## config.mk

```make
export PLATFORM = sky130hd
export DESIGN_NAME = fp_adder_arbiter
export DESIGN_NICKNAME = d
export VERILOG_FILES = /design/src/rtl/fp_adder_arbiter_pkg.sv /design/src/rtl/fp_adder_arbiter_rr_arbiter.sv /design/src/rtl/fp_adder_arbiter.sv
export SDC_FILE = /design/constraint.sdc
export NUM_CORES = 1
export LEC_CHECK = 0
export ABC_AREA = 1
export CORE_AREA = 5 5 155 157
export CTS_CLUSTER_SIZE = 40
export DETAILED_ROUTE_END_ITERATION = 10
export DIE_AREA = 0 0 160 162
export HOLD_SLACK_MARGIN = 0.12
export PLACE_DENSITY = 0.74
export SETUP_SLACK_MARGIN = 0.05
export SKIP_CTS_REPAIR_TIMING = 1
export SYNTH_ARGS = -nofsm -noshare
export SYNTH_HDL_FRONTEND = slang
export SYNTH_SLANG_ARGS = --single-unit
```

## constraint.sdc

```tcl
create_clock -name clk -period 2 [get_ports clk]
set_input_delay 0.4 -clock clk [delete_from_list [all_inputs] [get_ports clk]]
set_output_delay 0.4 -clock clk [all_outputs]
set_load 0.05 [all_outputs]
```

## src/rtl/fp_adder_arbiter_pkg.sv

```systemverilog
// -----------------------------------------------------------------------------
// fp_arb_pkg
// Shared definitions for the floating-point adder arbiter: FSM state encoding,
// timing constants and the round-robin pick function used by rr_arbiter.
// No ports (package).
// -----------------------------------------------------------------------------
package fp_arb_pkg;

    typedef enum logic [2:0] {
        IDLE,
        ISSUE,
        WAIT_BUSY,
        WAIT_DONE,
        RESP
    } arb_state_t;

    // Cycles the adder gets to drop 'done' after 'start' before we give up.
    localparam int BUSY_WAIT_MAX   = 4;
    localparam int DEFAULT_TIMEOUT = 64;

    // The pick function works on a fixed 8-wide vector; callers zero-extend.
    localparam int MAX_REQ = 8;
    localparam int IDX_W   = 3;

    typedef struct packed {
        logic             found;
        logic [IDX_W-1:0] idx;
    } rr_pick_t;

    // Search order is ptr, ptr+1, ... wrapping at n_req; the first set bit
    // wins. Iterating from the far end and overwriting leaves the nearest
    // hit in 'pick' without needing a loop break.
    function automatic rr_pick_t rr_pick(input logic [MAX_REQ-1:0] req,
                                         input logic [IDX_W-1:0]   ptr,
                                         input int                 n_req);
        rr_pick_t pick;
        int       idx;
        pick = '0;
        for (int k = MAX_REQ - 1; k >= 0; k--) begin
            if (k < n_req) begin
                idx = int'(ptr) + k;
                if (idx >= n_req) begin
                    idx = idx - n_req;
                end
                if (req[idx]) begin
                    pick.found = 1'b1;
                    pick.idx   = IDX_W'(idx);
                end
            end
        end
        return pick;
    endfunction

endpackage

```

## src/rtl/fp_adder_arbiter_rr_arbiter.sv

```systemverilog
// -----------------------------------------------------------------------------
// rr_arbiter
// Combinational round-robin pick among N_REQ requesters starting at 'ptr'.
// Ports:
//   req   in   N_REQ  request vector
//   ptr   in   PW     highest-priority index for this pick
//   win   out  PW     winning index (valid when found=1)
//   found out  1      at least one request is asserted
// -----------------------------------------------------------------------------
module rr_arbiter
    import fp_arb_pkg::*;
#(
    parameter int N_REQ = 4,
    parameter int PW    = $clog2(N_REQ)
) (
    input  logic [N_REQ-1:0] req,
    input  logic [PW-1:0]    ptr,
    output logic [PW-1:0]    win,
    output logic             found
);

    rr_pick_t pick;

    // NOTE: every variable assigned in always_comb gets a value on every
    // path, otherwise synthesis infers a latch to hold the old value.
    always_comb begin
        pick  = rr_pick(MAX_REQ'(req), IDX_W'(ptr), N_REQ);
        win   = PW'(pick.idx);
        found = pick.found;
    end

endmodule

```

## src/rtl/fp_adder_arbiter.sv

```systemverilog
// -----------------------------------------------------------------------------
// fp_adder_arbiter
// Shares one floating-point adder between N_REQ requesters. A round-robin
// winner is granted, its operands are registered to the adder, the adder's
// start/done handshake is driven, and the sum is returned with a one-cycle
// resp_valid pulse. A watchdog aborts operations the adder never starts or
// never finishes.
// Ports:
//   clk, rst_n         clock (rising edge), async active-low reset
//   req      in  N_REQ        per-requester request, held until gnt
//   op_a     in  N_REQ*WIDTH  operand A, slice i belongs to requester i
//   op_b     in  N_REQ*WIDTH  operand B, same packing
//   gnt      out N_REQ        one-hot grant pulse (operands captured)
//   resp_valid out N_REQ      one-hot response pulse, result valid
//   result   out WIDTH        last sum, held until next response
//   timeout_err out 1         watchdog abort pulse
//   busy     out 1            high in every state but IDLE
//   add_start out 1           adder start pulse
//   add_a, add_b out WIDTH    registered adder operands
//   add_done in  1            adder done / idle indication
//   add_result in WIDTH       adder sum
// -----------------------------------------------------------------------------
module fp_adder_arbiter
    import fp_arb_pkg::*;
#(
    parameter int N_REQ   = 4,
    parameter int WIDTH   = 32,
    parameter int TIMEOUT = DEFAULT_TIMEOUT
) (
    input  logic                   clk,
    input  logic                   rst_n,
    input  logic [N_REQ-1:0]       req,
    input  logic [N_REQ*WIDTH-1:0] op_a,
    input  logic [N_REQ*WIDTH-1:0] op_b,
    output logic [N_REQ-1:0]       gnt,
    output logic [N_REQ-1:0]       resp_valid,
    output logic [WIDTH-1:0]       result,
    output logic                   timeout_err,
    output logic                   busy,
    output logic                   add_start,
    output logic [WIDTH-1:0]       add_a,
    output logic [WIDTH-1:0]       add_b,
    input  logic                   add_done,
    input  logic [WIDTH-1:0]       add_result
);

    localparam int PW     = $clog2(N_REQ);
    // Shared by the WAIT_BUSY and WAIT_DONE counts; wide enough for both.
    localparam int CW_RAW = $clog2(TIMEOUT + 1);
    localparam int CW     = (CW_RAW > 3) ? CW_RAW : 3;

    arb_state_t       state;
    logic [PW-1:0]    ptr;
    logic [PW-1:0]    owner;
    logic [PW-1:0]    next_ptr;
    logic [PW-1:0]    win;
    logic             found;
    logic [CW-1:0]    wd_cnt;
    logic [N_REQ-1:0] win_onehot;
    logic [N_REQ-1:0] owner_onehot;

    rr_arbiter #(
        .N_REQ (N_REQ),
        .PW    (PW)
    ) u_rr_arbiter (
        .req   (req),
        .ptr   (ptr),
        .win   (win),
        .found (found)
    );

    always_comb begin
        win_onehot          = '0;
        win_onehot[win]     = 1'b1;
        owner_onehot        = '0;
        owner_onehot[owner] = 1'b1;
        // Pointer moves past the owner whether the operation completed or
        // was aborted, so a broken requester cannot monopolise the adder.
        next_ptr = (owner == PW'(N_REQ - 1)) ? '0 : owner + 1'b1;
    end

    assign busy = (state != IDLE);

    // NOTE: sequential state is updated with non-blocking assignments so all
    // registers sample the values from before the clock edge.
    always_ff @(posedge clk or negedge rst_n) begin
        if (!rst_n) begin
            state       <= IDLE;
            ptr         <= '0;
            owner       <= '0;
            wd_cnt      <= '0;
            gnt         <= '0;
            resp_valid  <= '0;
            timeout_err <= 1'b0;
            add_start   <= 1'b0;
            result      <= '0;
            add_a       <= '0;
            add_b       <= '0;
        end else begin
            // Pulse outputs default low so each is high for one cycle at most.
            gnt         <= '0;
            resp_valid  <= '0;
            timeout_err <= 1'b0;
            add_start   <= 1'b0;

            case (state)
                IDLE: begin
                    // add_done=1 means the adder is idle and can take work.
                    if (found && add_done) begin
                        gnt   <= win_onehot;
                        add_a <= op_a[win*WIDTH +: WIDTH];
                        add_b <= op_b[win*WIDTH +: WIDTH];
                        owner <= win;
                        state <= ISSUE;
                    end
                end

                ISSUE: begin
                    add_start <= 1'b1;
                    wd_cnt    <= '0;
                    state     <= WAIT_BUSY;
                end

                WAIT_BUSY: begin
                    // The adder must drop done to show it accepted start;
                    // until then a rising done cannot be trusted as a result.
                    if (!add_done) begin
                        wd_cnt <= '0;
                        state  <= WAIT_DONE;
                    end else if (wd_cnt == CW'(BUSY_WAIT_MAX - 1)) begin
                        timeout_err <= 1'b1;
                        ptr         <= next_ptr;
                        wd_cnt      <= '0;
                        state       <= IDLE;
                    end else begin
                        wd_cnt <= wd_cnt + 1'b1;
                    end
                end

                WAIT_DONE: begin
                    if (add_done) begin
                        result <= add_result;
                        wd_cnt <= '0;
                        state  <= RESP;
                    end else if (wd_cnt == CW'(TIMEOUT - 1)) begin
                        timeout_err <= 1'b1;
                        ptr         <= next_ptr;
                        wd_cnt      <= '0;
                        state       <= IDLE;
                    end else begin
                        wd_cnt <= wd_cnt + 1'b1;
                    end
                end

                RESP: begin
                    resp_valid <= owner_onehot;
                    ptr        <= next_ptr;
                    state      <= IDLE;
                end

                default: begin
                    state <= IDLE;
                end
            endcase
        end
    end

endmodule

```

* Yosys cells after proc, flatten, opt, wreduce, memory -nomap -nowiden *
Index checks and enable logic that the tools add are counted.

word-level totals
  bits in registers = 120
  bits of input ports = 295
  output and inout bits = 107
  logic and storage cells = 109

operators by class
  add/sub/neg operators = 9
  magnitude comparators = 12
  eq/ne operators = 14
  shift operators = 2
  multiplexer cells = 50
  reduce and logical (&&, ||, !) cells = 11

operators with widths
  kind                   number
  $shiftx 128x8->32      2
  $lt 32x5->1 const B    4
  $mux 32                4
  $ge 32x4->1 const B    3
  $sub 32x4->32 const B  3
  $mux 4                 7
  $mux 7                 4
  $pmux 7 s3             1
  $mux 1                 15
  $mux 3                 5
  $bmux 1 s3             4
  $pmux 3 s4             1
  $mux 2                 5
  $ne 2x2->1 const B     5
  $reduce_bool 3->1      3
  $add 7x1->7 const B    1
  $eq 7x2->1 const B     1
  $eq 7x6->1 const B     1
  $add 2x2->3 const B    2
  $eq 3x2->1 const B     2
  $lt 2x3->1 const B     2
  $ne 3x3->1 const B     2
  $pmux 2 s3             1
  $reduce_and 5->1       1
  14 further kinds       19

* Logic depth before layout (Yosys ltp) *
  depth in word-level cells = 16
  gate-level depth with buffers = 17

* Modules after synthesis *
A second synthesis with hierarchy kept.

unflattened totals
  cell total of the unflattened synthesis = 963
  area, all modules = 6884.1 µm²

by module, submodules not included
  module            instances  cells each  area an instance (µm²)  sequential area each (µm²)
  fp_adder_arbiter  1          909         6561.3                  3002.9
  rr_arbiter        1          54          322.8                   0.0

* Least setup slack after synthesis *
OpenSTA, ideal clock, no wires.

  path type = register -> register
  from = register ptr[0]
  to = register add_a[7]
  arrival time = 1.834 ns
  data required time = 1.882 ns
  path slack = 0.048 ns
  cell stages (with the launch flop) = 16
  path buffers = 3
  period minus slack after synthesis = 1.952 ns
  cell sequence = dfrtp_1 buf_4 inv_4 ha_1 inv_1 nand3_1 nand2_1 nand2_1 nand3_2 buf_2 buf_2 nand3_1 nand3_1 nand2_1 nand2_1 nand2_1

between the ends
  word-level cells in the longest chain between the ends = 12

ends and longest elaborated chain
  element                                                                    line                                                    RTL
  from (decl)                                                                fp_adder_arbiter.sv:53                                  logic [PW-1:0] ptr;
  from (signal assigned)                                                     fp_adder_arbiter.sv:132                                 ptr <= next_ptr;
  from (signal assigned)                                                     fp_adder_arbiter.sv:147                                 ptr <= next_ptr;
  from (signal assigned)                                                     fp_adder_arbiter.sv:157                                 ptr <= next_ptr;
  $add 2x2->3                                                                fp_adder_arbiter_pkg.sv:41                              idx = int'(ptr) + k;
  $sub 32x4->32 / $ge 32x4->1 (equally long branches)                        fp_adder_arbiter_pkg.sv:43, fp_adder_arbiter_pkg.sv:42
  $mux 32                                                                    fp_adder_arbiter_pkg.sv:42                              if (idx >= n_req) begin
  $bmux 1 s3                                                                 fp_adder_arbiter_pkg.sv:45                              if (req[idx]) begin
  $mux 1 (implied by the code) (2 in a row)                                  fp_adder_arbiter_pkg.sv:45
  $mux 4 (3 in a row)                                                        fp_adder_arbiter_pkg.sv:45
  $mux 4 (*)                                                                 fp_adder_arbiter_pkg.sv:45
  parallel branches: the longest is 2 deep, another holds $shiftx 128x8->32  n/a
  to (signal assigned)                                                       fp_adder_arbiter.sv:111                                 add_a <= op_a[win*WIDTH +: WIDTH];
  to (decl)                                                                  fp_adder_arbiter.sv:41                                  output logic [WIDTH-1:0] add_a,

Mark *: on every way between the ends. The select of a mux whose other input is x is not followed.
A chain may end at the register's enable or synchronous reset.

* Worst setup path in the final report *
  from = register ptr[0]
  to = register add_b[1]

between the ends
  word-level cells in the longest chain between the ends = 12

ends and longest elaborated chain
  element                                                                    line                                                    RTL
  $add 2x2->3                                                                fp_adder_arbiter_pkg.sv:41
  $sub 32x4->32 / $ge 32x4->1 (equally long branches)                        fp_adder_arbiter_pkg.sv:43, fp_adder_arbiter_pkg.sv:42
  $mux 32                                                                    fp_adder_arbiter_pkg.sv:42
  $bmux 1 s3                                                                 fp_adder_arbiter_pkg.sv:45
  $mux 1 (implied by the code) (2 in a row)                                  fp_adder_arbiter_pkg.sv:45
  $mux 4 (3 in a row)                                                        fp_adder_arbiter_pkg.sv:45
  $mux 4 (*)                                                                 fp_adder_arbiter_pkg.sv:45
  parallel branches: the longest is 2 deep, another holds $shiftx 128x8->32  n/a
  to (signal assigned)                                                       fp_adder_arbiter.sv:112                                 add_b <= op_b[win*WIDTH +: WIDTH];
  to (decl)                                                                  fp_adder_arbiter.sv:42                                  output logic [WIDTH-1:0] add_b,

Marks and branches as above.

==> results_dict.tcl <==
set metrics [dict create \
    finalCritPeriodShare_pct 108 \
    synthesis.area_um2 7650 \
    critPathMaxFanout 12 \
    place_congestion 0.944 \
    die_area_um2 25900 \
    cp.arrival_ns 2.47 \
    drv_cap 0 \
    startpoint_type "register" \
    place_worst_setup_slack_ns -0.471 \
    grt_usage_pct 21.8 \
    status "finished, violations left" \
    clkSinkCount 120 \
    synth-main-ff-cell "dfrtp_1" \
    drive_gt1_share_pct 20.3 \
    slew_viol_final 0 \
    final_cell_mix "nand2_1 (359), clkdlybuf4s50_1 (293), inv_1 (196)" \
    finClkSkew_ns 0.0126 \
    die_w_um 160 \
    initial_core_util_pct 34.2 \
    ir_drop_mv 1.46 \
    grt_pass1_vias 8476 \
    root_buffer "clkbuf_16" \
    wl_per_cell_um 18.6 \
    antenna_found_initial 2 \
    hold_violations 0 \
    vias_per_cell 4.91 \
    clk_latency_ns 0.42 \
    min_path_type "reg -> reg" \
    hpwl_um 22800 \
    rows 55 \
    worstSetupPathType "reg -> reg" \
    setup_viol 65 \
    yosys-top-cells-area "dfrtp_1 (39%), nand2_1 (21%), nand3_1 (11%)" \
    final_cells 1910 \
    path_clk_slew_ns 0.06 \
    via_count 9387 \
    fmax_ghz 0.462 \
    final_net_count 1912 \
    yosys_warnings 0 \
    rrSetupSlack_ns -0.16 \
    h-tree-depth 4 \
    seq_area_frac_synth_pct 39.3 \
    syn_inst 1145 \
    postRouteAntennaNets 0 \
    drc_errors 0 \
    utilization_pct 66.5 \
    violations "setup timing" \
    drt-initial-drc-count 680 \
    setup_slack_ns -0.165 \
    rsz0062_at_grt "true" \
    grt_overflow 0 \
    min_period_ns 2.16 \
    synth.distinct_cells 35 \
    power.leakage_nw 8.37 \
    final_common_cell "nand2_1" \
    max_slew_margin_pct 62.3 \
    grt_max_degree 65 \
    cts_tree "built" \
    tightestPinTransition_ns 0.564 \
    pwr_density_cell_nw_per_um2 2000 \
    ys_seq_elements 120 \
    dieHeight_um 162 \
    fin_worst_hold_slack_ns 0.467 \
    cp.required_ns 2.31 \
    dp.cells 1813 \
    final.setup.tns_ns -6.47 \
    placeableCoreArea_um2 22400 \
    routed_wl_um 35500 \
    synth_top_area_share_pct 39.3 \
    yosys.area.top_type "dfrtp_1" \
    io-pin-count 402 \
    dr.pass1.iters 5 \
    syn-num-nets 1446 \
    grt_first_pass_wirelength_um 45400 \
    numCtsBuffers 17 \
    async_flop_share_pct 100 \
    synth-edff-count 0 \
    syn2layout_area_growth_pct 94.4 \
    portBuffers 401 \
    synth_area_per_cell_um2 6.68 \
    clock_path_buffers 2 \
    endpoint_kind "register" \
]
==> path summary, 6_finish.rpt <==
kind | start | to | cells past startpoint
worst max-delay path | ptr[0] | add_b[1] | 16
worst min-delay path | result[4] | result[4] | 2
worst max register to register | ptr[0] | add_b[1] | 16
worst min register to register | result[4] | result[4] | 2
max in group asynchronous | rst_n | add_a[3] | 3
min in group asynchronous | rst_n | add_b[12] | 2
==> metal layers <==
| layer | part of all wire (%) | track usage [%] | wire length [µm] |
|---|---|---|---|
| met1 | 39 | 26.8 | 13700 |
| met2 | 51 | 37.4 | 18000 |
| met3 | 8.0 | 5.63 | 2850 |
| met4 | 2.7 | 7.24 | 953 |
| met5 | 0.037 | 0 | 13 |
==> where the power goes <==
group,switching (W),total [W],internal [W]
registers,0.000600,0.00408,0.00348
clock network,0.00135,0.00324,0.00189
logic,0.0128,0.0224,0.00954
==> flip-flops by register name, indices dropped and copies added (netlist names) <==
register	flops
add_a	32
add_b	32
result	32
wd_cnt	7
gnt	4
resp_valid	4
state	3
owner	2
ptr	2
add_start	1
timeout_err	1
==> cell type report <==
| cell class | instances | area, µm² |
|---|---|---|
| Multi-Input combinational cell | 760 | 4300 |
| Timing Repair Buffer | 509 | 5820 |
| Fill cell | 1792 | 7500 |
| Antenna cell | 1 | 2.50 |
| Clock buffer | 17 | 425 |
| Clock inverter | 15 | 180 |
| Tap cell | 285 | 357 |
| Sequential cell | 120 | 3000 |
| Inverter | 203 | 783 |
==> synth_stat cells (2+ instances only) <==
cell and n:
or2_2 14, buf_1 9, nand3b_1 33, inv_2 4, o211ai_1 24, dfrtp_1 120, o21ai_0 3, buf_2 29
nand3_1 174, a21oi_1 4, nand4_1 9, nor3_1 6, nand3_2 4, nand2_1 427, nor2_2 2, buf_4 13
or2_1 18, xor2_1 3, ha_1 6, o22ai_1 4, clkbuf_1 12, nor2_1 16, o21ai_1 2, inv_1 198
==> cells by family after synthesis <==
| family | Yosys count | share of synthesized area, % |
|---|---|---|
| compound gates | 40 | 3.60 |
| buf+inv | 267 | 14.3 |
| fa+ha+maj | 6 | 0.982 |
| xor+xnor | 4 | 0.458 |
| simple gates | 708 | 41.3 |
| flops | 120 | 39.3 |
==> stage by stage <==
step                instance area, µm²  power (W)
finish                           14900     0.0297
global placement                 12300     0.0196
global route                     14900     0.0313
detailed placement               12300     0.0198
floorplan                         7650     0.0142
CTS                              12900     0.0231
==> critical path, stage by stage (launching register included) <==
cell,delay (ns)
dfrtp_1,0.42
buf_6,0.16
nand2_1,0.16
nand3_2,0.11
nand2_1,0.08
inv_2,0.06
nand2_2,0.08
nand3_4,0.10
buf_6,0.15
nand2_8,0.13
buf_12,0.14
clkbuf_16,0.16
nand2_1,0.08
nand3_1,0.07
nand2_1,0.05
nand2_1,0.05
nand2_1,0.05
Power figures use the tool's default switching activity.
